[config.mk]
export PLATFORM = sky130hd
export DESIGN_NAME = shift_left_sequencer
export DESIGN_NICKNAME = d
export VERILOG_FILES = /design/src/rtl/shift_left_sequencer.sv
export SDC_FILE = /design/constraint.sdc
export NUM_CORES = 1
export LEC_CHECK = 0
export CAP_MARGIN = 5
export CORE_MARGIN = 5
export CORE_UTILIZATION = 52
export DETAILED_ROUTE_END_ITERATION = 6
export GPL_ROUTABILITY_DRIVEN = 1
export PLACE_DENSITY = 0.8
export RECOVER_POWER = 50
export SLEW_MARGIN = 20
export SYNTH_ARGS = -nofsm -noshare
export SYNTH_HDL_FRONTEND = slang
export SYNTH_SLANG_ARGS = --single-unit
[constraint.sdc]
create_clock -name Clk -period 3.4 [get_ports Clk]
set_clock_uncertainty 0.1 [all_clocks]
set_input_delay 0.51 -clock Clk [delete_from_list [all_inputs] [get_ports Clk]]
set_output_delay 0.51 -clock Clk [all_outputs]
set_load 0.01 [all_outputs]
[src/rtl/shift_left_sequencer.sv]
// shift_left_sequencer: multi-cycle 16-bit left shifter using a base-3 stage decomposition.
// The 4-bit shift amount is split into digits d2,d1,d0 (amt = d0 + 3*d1 + 9*d2, each 0..2).
// Each stage k then shifts by d_k*3^k, one stage per cycle. Handshakes use valid/ready on both sides.
// Optional feature macro: SHIFT_ROTATE_EN. When it is defined, a captured Rotate=1 makes every
// stage rotate left instead of filling, so the net result is a rotate-left by the amount.
// Without the macro, Rotate is ignored and no rotate logic is built.
module shift_left_sequencer #(
  parameter int   SKIP_ZERO_STAGES = 0,
  parameter logic FILL_BIT         = 1'b0
) (
  input  logic        Clk,
  input  logic        Rst_n,
  input  logic        InValid,
  output logic        InReady,
  input  logic [15:0] InData,
  input  logic [3:0]  InAmt,
  input  logic        Rotate,
  output logic        OutValid,
  input  logic        OutReady,
  output logic [15:0] OutData,
  output logic [5:0]  OutDigits
);

  typedef enum logic [2:0] {
    S_IDLE = 3'd0,
    S_ENC  = 3'd1,
    S_ST0  = 3'd2,
    S_ST1  = 3'd3,
    S_ST2  = 3'd4,
    S_DONE = 3'd5
  } state_t;

  localparam logic SKIP = (SKIP_ZERO_STAGES != 0);

  // Base-3 encoding of a 0..15 amount into {d2,d1,d0}, 2 bits per digit.
  function automatic logic [5:0] enc_base3(input logic [3:0] amt);
    logic [1:0] d2;
    logic [1:0] d1;
    logic [3:0] rem;
    logic [3:0] rem2;
    if (amt >= 4'd9) begin
      d2  = 2'd1;
      rem = amt - 4'd9;
    end else begin
      d2  = 2'd0;
      rem = amt;
    end
    if (rem >= 4'd6) begin
      d1   = 2'd2;
      rem2 = rem - 4'd6;
    end else if (rem >= 4'd3) begin
      d1   = 2'd1;
      rem2 = rem - 4'd3;
    end else begin
      d1   = 2'd0;
      rem2 = rem;
    end
    return {d2, d1, 2'(rem2)};
  endfunction

  // Shift distance of stage k for digit d: d * 3^k, at most 18.
  function automatic logic [4:0] stage_amt(input logic [1:0] k, input logic [1:0] d);
    logic [4:0] w;
    logic [4:0] res;
    case (k)
      2'd0:    w = 5'd1;
      2'd1:    w = 5'd3;
      default: w = 5'd9;
    endcase
    case (d)
      2'd1:    res = w;
      2'd2:    res = {w[3:0], 1'b0};
      default: res = 5'd0;
    endcase
    return res;
  endfunction

  // Logical left shift with FILL_BIT in vacated LSBs; 16 or more clears to all FILL_BIT.
  function automatic logic [15:0] shl_fill(input logic [15:0] d, input logic [4:0] sh);
    logic [31:0] t;
    logic [15:0] res;
    if (sh >= 5'd16) begin
      res = {16{FILL_BIT}};
    end else begin
      t   = {d, {16{FILL_BIT}}} << sh;
      res = t[31:16];
    end
    return res;
  endfunction

`ifdef SHIFT_ROTATE_EN
  // Rotate left by sh mod 16.
  function automatic logic [15:0] rotl16(input logic [15:0] d, input logic [4:0] sh);
    logic [31:0] t;
    t = {d, d} << sh[3:0];
    return t[31:16];
  endfunction
`endif

  state_t      r_state;
  state_t      w_next;
  logic [15:0] r_work;
  logic [3:0]  r_amt;
  logic [5:0]  r_digits;
  logic [15:0] r_out_data;
  logic        r_out_valid;
  logic        r_in_ready;
  logic [5:0]  w_enc;
  logic [1:0]  w_stage_k;
  logic [1:0]  w_stage_digit;
  logic        w_in_stage;
  logic [4:0]  w_stage_sh;
  logic [15:0] w_stage_res;
  logic [15:0] w_final;
  logic        w_accept;

`ifdef SHIFT_ROTATE_EN
  logic        r_rot;
`else
  logic        w_unused_rotate;
  assign w_unused_rotate = Rotate;
`endif

  assign InReady   = r_in_ready;
  assign OutValid  = r_out_valid;
  assign OutData   = r_out_data;
  assign OutDigits = r_digits;

  assign w_enc    = enc_base3(r_amt);
  assign w_accept = InValid && (r_state == S_IDLE);

  // Select the digit and weight index of the stage currently executing.
  always_comb begin
    w_stage_k     = 2'd0;
    w_stage_digit = 2'd0;
    w_in_stage    = 1'b0;
    case (r_state)
      S_ST0: begin
        w_stage_k     = 2'd0;
        w_stage_digit = r_digits[1:0];
        w_in_stage    = 1'b1;
      end
      S_ST1: begin
        w_stage_k     = 2'd1;
        w_stage_digit = r_digits[3:2];
        w_in_stage    = 1'b1;
      end
      S_ST2: begin
        w_stage_k     = 2'd2;
        w_stage_digit = r_digits[5:4];
        w_in_stage    = 1'b1;
      end
      default: begin
        w_stage_k     = 2'd0;
        w_stage_digit = 2'd0;
        w_in_stage    = 1'b0;
      end
    endcase
  end

  assign w_stage_sh = stage_amt(w_stage_k, w_stage_digit);

`ifdef SHIFT_ROTATE_EN
  // Stage result: rotate when the captured request asked for it, otherwise fill.
  always_comb begin
    w_stage_res = 16'h0000;
    if (r_rot) begin
      w_stage_res = rotl16(r_work, w_stage_sh);
    end else begin
      w_stage_res = shl_fill(r_work, w_stage_sh);
    end
  end
`else
  assign w_stage_res = shl_fill(r_work, w_stage_sh);
`endif

  // Value published on OutData when entering DONE (ENC can jump straight there for amount 0).
  always_comb begin
    w_final = r_work;
    if (w_in_stage) begin
      w_final = w_stage_res;
    end else begin
      w_final = r_work;
    end
  end

  // Next-state logic; with skipping, zero-digit stages are bypassed.
  always_comb begin
    w_next = r_state;
    case (r_state)
      S_IDLE: begin
        if (w_accept) w_next = S_ENC;
        else          w_next = S_IDLE;
      end
      S_ENC: begin
        if (!SKIP)                   w_next = S_ST0;
        else if (w_enc[1:0] != 2'd0) w_next = S_ST0;
        else if (w_enc[3:2] != 2'd0) w_next = S_ST1;
        else if (w_enc[5:4] != 2'd0) w_next = S_ST2;
        else                         w_next = S_DONE;
      end
      S_ST0: begin
        if (!SKIP)                      w_next = S_ST1;
        else if (r_digits[3:2] != 2'd0) w_next = S_ST1;
        else if (r_digits[5:4] != 2'd0) w_next = S_ST2;
        else                            w_next = S_DONE;
      end
      S_ST1: begin
        if (!SKIP)                      w_next = S_ST2;
        else if (r_digits[5:4] != 2'd0) w_next = S_ST2;
        else                            w_next = S_DONE;
      end
      S_ST2: begin
        w_next = S_DONE;
      end
      S_DONE: begin
        if (OutReady) w_next = S_IDLE;
        else          w_next = S_DONE;
      end
      default: begin
        w_next = S_IDLE;
      end
    endcase
  end

  // State register.
  always_ff @(posedge Clk or negedge Rst_n) begin
    if (!Rst_n) r_state <= S_IDLE;
    else        r_state <= w_next;
  end

  // Working datapath: capture the request, then apply one stage per cycle.
  always_ff @(posedge Clk or negedge Rst_n) begin
    if (!Rst_n) begin
      r_work <= 16'h0000;
      r_amt  <= 4'd0;
`ifdef SHIFT_ROTATE_EN
      r_rot  <= 1'b0;
`endif
    end else if (w_accept) begin
      r_work <= InData;
      r_amt  <= InAmt;
`ifdef SHIFT_ROTATE_EN
      r_rot  <= Rotate;
`endif
    end else if (w_in_stage) begin
      r_work <= w_stage_res;
    end
  end

  // Digits are registered once per request, in ENC, and held until the next ENC.
  always_ff @(posedge Clk or negedge Rst_n) begin
    if (!Rst_n)                r_digits <= 6'd0;
    else if (r_state == S_ENC) r_digits <= w_enc;
  end

  // Registered handshake flags and result, so outputs never depend on input timing.
  always_ff @(posedge Clk or negedge Rst_n) begin
    if (!Rst_n) begin
      r_out_valid <= 1'b0;
      r_in_ready  <= 1'b1;
      r_out_data  <= 16'h0000;
    end else begin
      r_out_valid <= (w_next == S_DONE);
      r_in_ready  <= (w_next == S_IDLE);
      if ((r_state != S_DONE) && (w_next == S_DONE)) begin
        r_out_data <= w_final;
      end
    end
  end

endmodule

== Yosys cells after proc, flatten, opt, wreduce, memory -nomap -nowiden ==
Cells that the tools add are included.

* Bits in registers: 47
* Input port bits: 25
* Output and inout port bits: 24
* Word-level logic and storage cells: 48

* Add/sub/neg operators: 3
* $lt $le $gt $ge: 4
* Equal/unequal tests: 10
* Shift-type cells: 1
* Multiplexer cells: 17
* Reductions and logical operators: 6

{| class="wikitable"
|+ Operators with widths
! operator !! count
|-
| 16-bit 2-to-1 mux || 3
|-
| 32-bit by 5-bit << shifter with 32-bit output || 1
|-
| 3-bit one-hot mux with 6 select lines || 1
|-
| 5-bit one-hot mux with 2 select lines || 1
|-
| 3-bit == test, second input constant || 3
|-
| 4-bit one-hot mux with 2 select lines || 1
|-
| 3-bit by 2-bit == test with 1-bit output, second input constant || 2
|-
| 3-bit logical NOT || 2
|-
| 2-bit 2-to-1 mux || 3
|-
| 2-bit one-hot mux with 3 select lines || 1
|-
| 5-bit greater-or-equal comparator, second input constant || 1
|-
| 2-bit by 1-bit == test with 1-bit output, second input constant || 2
|-
| 4-bit by 2-bit greater-or-equal comparator with 1-bit output, second input constant || 1
|-
| 4-bit by 3-bit greater-or-equal comparator with 1-bit output, second input constant || 1
|-
| 4-bit greater-or-equal comparator, second input constant || 1
|-
| 1-bit 2-to-1 mux || 4
|-
| 4-bit 2-to-1 mux || 1
|-
| 2-bit one-hot mux with 2 select lines || 1
|-
| 2-bit subtractor, second input constant || 2
|-
| 4-bit subtractor, second input constant || 1
|-
| 3-bit by 1-bit == test with 1-bit output, second input constant || 1
|-
| 3-bit 2-to-1 mux || 1
|-
| 3-bit inequality test, second input constant || 1
|-
| 3-bit OR reduction || 1
|-
| other kinds (3) || 4
|}

== Logic depth before layout (Yosys ltp) ==
Gate-level depths: netlist of run 1.

* Depth in word-level cells: 9
* Mapped depth: 13
* Mapped depth without buffers: 11

== Worst setup path after synthesis of run 1 ==
OpenSTA, ideal clock, no wires.

* Path kind: flip-flop to flip-flop
* Start point: reg r_state[0]
* End point: reg r_work[12]
* Setup time: 0.141 ns
* Data arrival time: 2.584 ns
* Required time: 3.159 ns
* Setup slack: 0.574 ns
* Cell stages (with the launch flop): 14
* Buffers on the path: 4
* Period minus slack after synthesis: 2.826 ns
* Cells stage by stage: dfrtp_1 > buf_2 > clkbuf_1 > mux2_2 > nand2_1 > ha_1 > buf_2 > buf_2 > mux2i_1 > inv_1 > mux2i_1 > nor2_1 > o22ai_1 > a31oi_1

* Word-level cells in the longest chain between the ends: 9
* Elaborated cells between the ends (all ways): 20
* Those cells by class: order compare (1); eq/ne (6); shift (1); mux (8); reduce/logical (4)

{| class="wikitable"
|+ Ends and longest elaborated chain
! element !! line !! RTL
|-
| start: declaration || 100 || <nowiki>state_t r_state;</nowiki>
|-
| start signal: assignment || 229 || <nowiki>else r_state <= w_next;</nowiki>
|-
| 3-bit == test / 3-bit by 2-bit == test with 1-bit output (equally long branches) || 137 || <nowiki>case (r_state)</nowiki>
|-
| 2-bit one-hot mux with 2 select lines || 137 ||
|-
| 2-bit by 1-bit == test with 1-bit output / 2-bit logical NOT (equally long branches) || 65 || <nowiki>case (k)</nowiki>
|-
| 4-bit one-hot mux with 2 select lines || 65 ||
|-
| 5-bit one-hot mux with 2 select lines || 70 || <nowiki>case (d)</nowiki>
|-
| 32-bit by 5-bit << shifter with 32-bit output / 5-bit greater-or-equal comparator (equally long branches) || 85, 82 ||
|-
| 16-bit 2-to-1 mux || 82 || <nowiki>if (sh >= 5'd16) begin</nowiki>
|-
| 16-bit 2-to-1 mux || n/a ||
|-
| 16-bit 2-to-1 mux (*) || 240 || <nowiki>end else if (w_accept) begin</nowiki>
|-
| end signal: assignment || 241 || <nowiki>r_work <= InData;</nowiki>
|-
| end signal: assignment || 247 || <nowiki>r_work <= w_stage_res;</nowiki>
|-
| end: declaration || 102 || <nowiki>logic [15:0] r_work;</nowiki>
|}

Mark *: on every way between the ends. The rest lies on a longest branch, timed or not.
A chain may end at the register's enable or synchronous reset.

== Worst setup path after layout of run 1 ==
* Start point: reg r_state[2]
* End point: reg r_out_data[15] (netlist: OutData[15])

* Word-level cells in the longest chain between the ends: 8
* Elaborated cells between the ends (all ways): 26
* Those cells by class: order compare (1); eq/ne (10); shift (1); mux (9); reduce/logical (5)

{| class="wikitable"
|+ Ends and longest elaborated chain
! element !! line !! RTL
|-
| 3-bit == test / 3-bit by 2-bit == test with 1-bit output (equally long branches) || 137, 190 ||
|-
| 2-bit one-hot mux with 2 select lines || 137 ||
|-
| 2-bit by 1-bit == test with 1-bit output / 2-bit logical NOT (equally long branches) || 65 ||
|-
| 4-bit one-hot mux with 2 select lines || 65 ||
|-
| 5-bit one-hot mux with 2 select lines || 70 ||
|-
| 32-bit by 5-bit << shifter with 32-bit output / 5-bit greater-or-equal comparator (equally long branches) || 85, 82 ||
|-
| 16-bit 2-to-1 mux || 82 ||
|-
| 16-bit 2-to-1 mux || 180 || <nowiki>if (w_in_stage) begin</nowiki>
|-
| end signal: assignment || 267 || <nowiki>r_out_data <= w_final;</nowiki>
|-
| end: declaration || 105 || <nowiki>logic [15:0] r_out_data;</nowiki>
|}

Several ways; a longest one is shown, not always the timed one.

==> results_dict.tcl, run 1 <==
set metrics [dict create \
    crit_top_cell "o21ai_0" \
    startpoint "r_state[2]" \
    rsz0062_at_grt "false" \
    cts.clk_slew.worst_paths_ns 0.08 \
    wl_per_cell_um 15.0 \
    clock_latency_ns 0.30 \
    hpwl_um 4680 \
    clk_path_buf_depth 2 \
    violations "max-capacitance violations, max-slew violations" \
    netlist_area_um2 2750 \
    seq_area_frac_synth 0.419 \
    syn_inst 313 \
    cp_max_fo 17 \
    ys_ff_latch 46 \
    antenna_found_initial 0 \
    finalSetupViolations 0 \
    io_pins 49 \
    drc 0 \
    yosys.area.top_type_share 0.409 \
    cts_hold_buffers 0 \
    cts_buffers 5 \
    end_kind "register" \
    crit_type "reg2reg" \
    fin_crit_ns 3.13 \
    dieArea_um2 6850 \
    hold_violations 0 \
    wl_met3_um 421 \
    seq_area_um2 1150 \
    layout-drive-gt1-share 0.0932 \
    setup_ws_ns 0.268 \
    wl_met2_um 2990 \
    syn-num-nets 345 \
    fin_crit_sh 0.921 \
    worst_hold_startpoint "OutData[12]" \
    post-place-ws_ns 0.134 \
    ys.flop_type "dfrtp_1" \
    rows 26 \
    cap_viol_max_count 1 \
    syn2layout_area_growth_pct 22.0 \
    cp_slowest_cell "dfrtp_1" \
    drt_iter0_markers 203 \
    drv_slew 47 \
    grt_first_pass_wirelength_um 10500 \
    power_density_nw_per_um2 1030 \
    cts_sinks 46 \
    cts_tree "yes" \
    min_path_type "reg2reg" \
    slowest_delay_ns 0.45 \
    ant_nets 0 \
    crit_chain "nand2b_1, o21ai_0, ha_1, and4b_1, o21ba_2, mux2_4, nor3_2, a211oi_1, o21ai_0" \
    fin_nets 385 \
    met1_length_um 2890 \
    fmax_ghz 0.319 \
    grt_pass1_vias 2147 \
    status "complete, but fails checks" \
    vdd_drop_max_mv 0.577 \
    async_reset_ff_frac 1.00 \
    grt-ovfl-total 0 \
    antenna_cells 0 \
    grt_max_degree 47 \
    p_leak_nw 1.46 \
    core-area_um2 5140 \
    reg2reg_from "r_state[2]" \
    firstDrtPassIters 4 \
    synth_edf_count 0 \
    root_buffer "clkbuf_8" \
    syn_avg_cell_area_um2 8.79 \
    yosys_warnings 0 \
    gp_congestion 0.928 \
    slew_headroom -0.588 \
    worst_pin_slew_ns 2.38 \
    vias 2371 \
    routed.top_layer "met4" \
    multi_input_area_um2 1460 \
    routed_via_density 5.59 \
    die_width_um 82.8 \
    grt_usage 0.200 \
    start_util 0.536 \
    routed_wl_um 6380 \
    die_h_um 82.8 \
    htree_levels 2 \
    crit_required_ns 3.46 \
    crit_arrival_ns 3.19 \
    fillers 458 \
    worstSetupStartpointType "register" \
    yosys-top-cells-area "dfrtp_1, nand2_1, mux2i_1" \
    tns_ns 0 \
    io_buffers 46 \
    synth_top_area_cell "dfrtp_1" \
    ys_types 49 \
]
-- through the flow --
step	power [W]	instance area [um2]	utilization	hold WS [ns]	std cells
6_report	0.00345	3360	0.653	0.378	424
5_1_grt	0.00374	3360	0.653	0.397	424
4_1_cts	0.00346	3360	0.654	0.309	424
3_5_place_dp	0.00307	3250	0.633	0.365	416
3_3_place_gp	0.00300	3250	0.633	0.360	416
2_1_floorplan	0.00241	2750	-	0.114	313
-- power by group --
| part | switching (W) | internal, W | leakage (nW) |
|---|---|---|---|
| Sequential | 0.000199 | 0.000815 | 0.563 |
| Clock | 0.000177 | 0.000220 | 0.0524 |
| Combinational | 0.00112 | 0.000924 | 0.841 |
-- critical path: cells and delay by family, from the launching register on --
kind,cells,cell delay (ns)
adder cells (fa/ha/maj),1,0.29
AND/OR/NAND/NOR,3,0.55
flip-flops,1,0.45
AO/OA/AOI/OAI,4,1.35
multiplexers,1,0.25
-- cells in the mapped netlist, types with 3 or more instances --
library cell and instances:
a31oi_1 10, mux2_2 11, o22ai_1 6, buf_2 10
nand2_1 48, nor2_1 30, nand2b_1 3, mux2i_1 15
clkbuf_1 8, dfrtp_1 45, nand3_1 7, o21ai_0 26
inv_1 10, a21oi_1 17, nor3_1 4, o21bai_1 3
ha_1 7, o31ai_1 6, nor2b_1 4, nor3b_1 3
a211oi_1 6, xnor2_1 3
-- area by class of cell --
cell class / count / share of cell area
Timing Repair Buffer: 54 / 0.152
Clock buffer: 7 / 0.0227
Clock inverter: 1 / 0.00894
Inverter: 10 / 0.0112
Tap cell: 70 / 0.0261
Multi-Input combinational cell: 236 / 0.436
Sequential cell: 46 / 0.343
-- cells in the final DEF (no fill, tap or decap), drive strengths merged, types with 7 or more instances in the layout --
master / n
ha: 7
a21oi: 17
inv: 10
mux2i: 15
o21ai: 26
clkdlybuf4s50: 40
nand2: 48
nor2: 30
dfrtp: 45
clkbuf: 9
mux2: 12
nand3: 7
a31oi: 10
buf: 7
-- worst paths after layout --
kind	endpoint	slack, ns	cells past startpoint
max in group asynchronous	r_state[1]	1.00	1
min reg2reg	OutData[12]	0.38	2
min in group asynchronous	r_amt[0]	0.82	1
min	OutData[12]	0.38	2
max	OutData[15]	0.27	9
max reg2reg	OutData[15]	0.27	9
-- layer usage --
metal  track usage  vias up
li1              -     1189
met1         0.287     1105
met2         0.316       70
met3        0.0260        7
met4        0.0605        0
met5             0        -
-- state kept, by name, summed over array words and instances (netlist names) --
name / cells
OutValid: 1
r_work: 16
r_amt: 4
OutData: 16
OutDigits: 5
r_state: 3
InReady: 1
-- repair_timing --
| item | 4_1_cts | 5_1_grt |
|---|---|---|
| gates resized for setup | 0 | 2 |
| buffers inserted | 0 | 0 |
| setup endpoints to repair | 0 | 10 |
-- cell families (layout without fill, tap and decap cells) --
kind of cell / Yosys count / count (layout) / share of synthesized area
and+or+nand+nor: 109 / 109 / 0.180
AOI/OAI and AO/OA: 89 / 89 / 0.203
DFF: 46 / 46 / 0.419
buffers and inverters: 31 / 72 / 0.0509
muxes: 27 / 27 / 0.105
adders and majority gates: 7 / 7 / 0.0318
xor gates and xnor gates: 3 / 3 / 0.00955
other: 1 / 1 / 0.00136
(Power assumes the default switching activity.)
==> inputs of run 2 (changes only) <==
- CELL_PAD_IN_SITES_DETAIL_PLACEMENT: unset -> 0
- CELL_PAD_IN_SITES_GLOBAL_PLACEMENT: unset -> 2
- CORE_UTILIZATION: 52 -> 32
- PLACE_DENSITY: 0.8 -> 0.81
==> results_dict.tcl, run 2 (synthesis results as in run 1) <==
set metrics [dict create \
    hpwl_um 5180 \
    crit_chain "nand2b_1, o21ai_0, ha_1, and4b_1, o21ba_1, mux2_4, nor3_2, a211oi_1, buf_4, a221oi_2" \
    drc 0 \
    cts_tree "yes" \
    fin_crit_sh 0.929 \
    crit_type "reg2reg" \
    r2r_end "r_work[15]" \
    reg2reg_from "r_state[2]" \
    rsz0062_at_grt "false" \
    fin_util 0.414 \
    vias 2411 \
    firstDrtPassIters 4 \
    drv_slew 47 \
    fin_nets 391 \
    cap_viol_max_count 1 \
    cts_hold_buffers 0 \
    tns_ns 0 \
    worst_pin_slew_ns 2.53 \
    startpoint "r_state[2]" \
    die_h_um 103 \
    core-area_um2 8300 \
    routed_wl_um 7190 \
    antenna_found_initial 0 \
    worst-path-buf-inv 1 \
    end_kind "register" \
    grt_max_degree 47 \
    crit_required_ns 3.51 \
    antenna_cells 0 \
    cts.clk_slew.worst_paths_ns 0.09 \
    final_cell_mix "nand2_1, dfrtp_1, clkdlybuf4s50_1" \
    htree_levels 2 \
    syn2layout_area_growth_pct 24.9 \
    fin_crit_ns 3.16 \
    routed_via_density 5.18 \
    cp_slowest_cell "dfrtp_1" \
    grt_first_pass_wirelength_um 12300 \
    crit_end "r_work[15]" \
    ant_nets 0 \
    worst-path-stages 10 \
    final_common_cell "nand2_1" \
    p_leak_nw 1.50 \
    violations "max-capacitance violations, max-slew violations" \
    fmax_ghz 0.317 \
    cts_sinks 46 \
    cts_buffers 5 \
    dieArea_um2 10600 \
    clock_latency_ns 0.30 \
    worstSetupStartpointType "register" \
    clk_path_buf_depth 2 \
    hold_ws_ns 0.378 \
    root_buffer "clkbuf_8" \
    vdd_drop_max_mv 0.320 \
    wl_per_cell_um 15.5 \
    finalSetupViolations 0 \
    min_path_type "reg2reg" \
    gp_congestion 0.894 \
    start_util 0.332 \
    io_buffers 46 \
    cts_setup_buffers 0 \
    slew_headroom -0.690 \
    rr_worst_depth 10 \
    grt-ovfl-total 0 \
    power_density_nw_per_um2 1010 \
    slowest_delay_ns 0.46 \
    drt_iter0_markers 110 \
    io_pins 49 \
    cts-resized-gates 0 \
    crit_arrival_ns 3.27 \
    hold_violations 0 \
    regToRegSetupSlack_ns 0.24 \
    cp_max_fo 9 \
    status "complete, but fails checks" \
    die_width_um 103 \
    grt_pass1_vias 2430 \
    crit_family "compound AO/OA/AOI/OAI gates" \
    grt_usage 0.146 \
    rows 33 \
    layout-drive-gt1-share 0.111 \
]
==> run 2: cell count changes in the layout (fill, tap and decap cells not counted), sizes merged <==
| cell | delta |
|---|---|
| buf | +6 |
| bufinv | -1 |
| clkbuf | -1 |
| clkdlybuf4s50 | -1 |
| clkinv | +1 |
| clkinvlp | +1 |
| dlygate4sd3 | +1 |
==> run 2: worst min-delay path by stage <==
stage	slack, ns	depth (start not counted)	end	startpoint
2_1_floorplan	0.11	0	OutData[0]	Rst_n
3_3_place_gp	0.36	2	OutData[13]	OutData[13]
3_5_place_dp	0.37	2	OutData[3]	OutData[3]
4_1_cts	0.33	1	r_amt[3]	Rst_n
5_1_grt	0.41	2	OutData[7]	OutData[7]
6_report	0.38	2	OutData[2]	OutData[2]
==> run 2: cell type report <==
cell class | count | area (um2)
fill | 851 | 4860
multi-input combinational | 236 | 1470
sequential | 46 | 1150
timing repair buffer | 60 | 556
tap | 105 | 131
clock buffer | 6 | 82.6
inverter | 10 | 37.5
clock inverter | 2 | 12.5
==> run 2: stage by stage <==
stage	cells	power (W)	setup slack (ns)	area, um2
6_report	465	0.00348	0.242	3440
5_1_grt	465	0.00381	0.0595	3440
4_1_cts	465	0.00351	0.252	3440
3_5_place_dp	457	0.00313	0.297	3340
3_3_place_gp	457	0.00310	0.326	3340
2_1_floorplan	313	0.00241	0.574	2750
==> run 2: power breakdown <==
group / internal [W] / switching (W)
Clock: 0.000164 / 0.000197
Sequential: 0.000815 / 0.000201
Combinational: 0.000959 / 0.00114
Total: 0.00194 / 0.00154
==> run 2: routing by layer <==
metal | track usage | vias up | wire (um)
met2 | 0.227 | 48 | 3210
li1 | - | 1198 | -
met4 | 0.0359 | 0 | 74
met3 | 0.0250 | 7 | 272
met5 | 0 | - | 0
met1 | 0.212 | 1158 | 3630
==> run 2: worst reg2reg max path, cell delays in order (launching register included) <==
cell and delay (ns):
dfrtp_1 0.46, nand2b_1 0.26, o21ai_0 0.35, ha_1 0.29
and4b_1 0.27, o21ba_1 0.40, mux2_4 0.36, nor3_2 0.10
a211oi_1 0.06, buf_4 0.16, a221oi_2 0.25
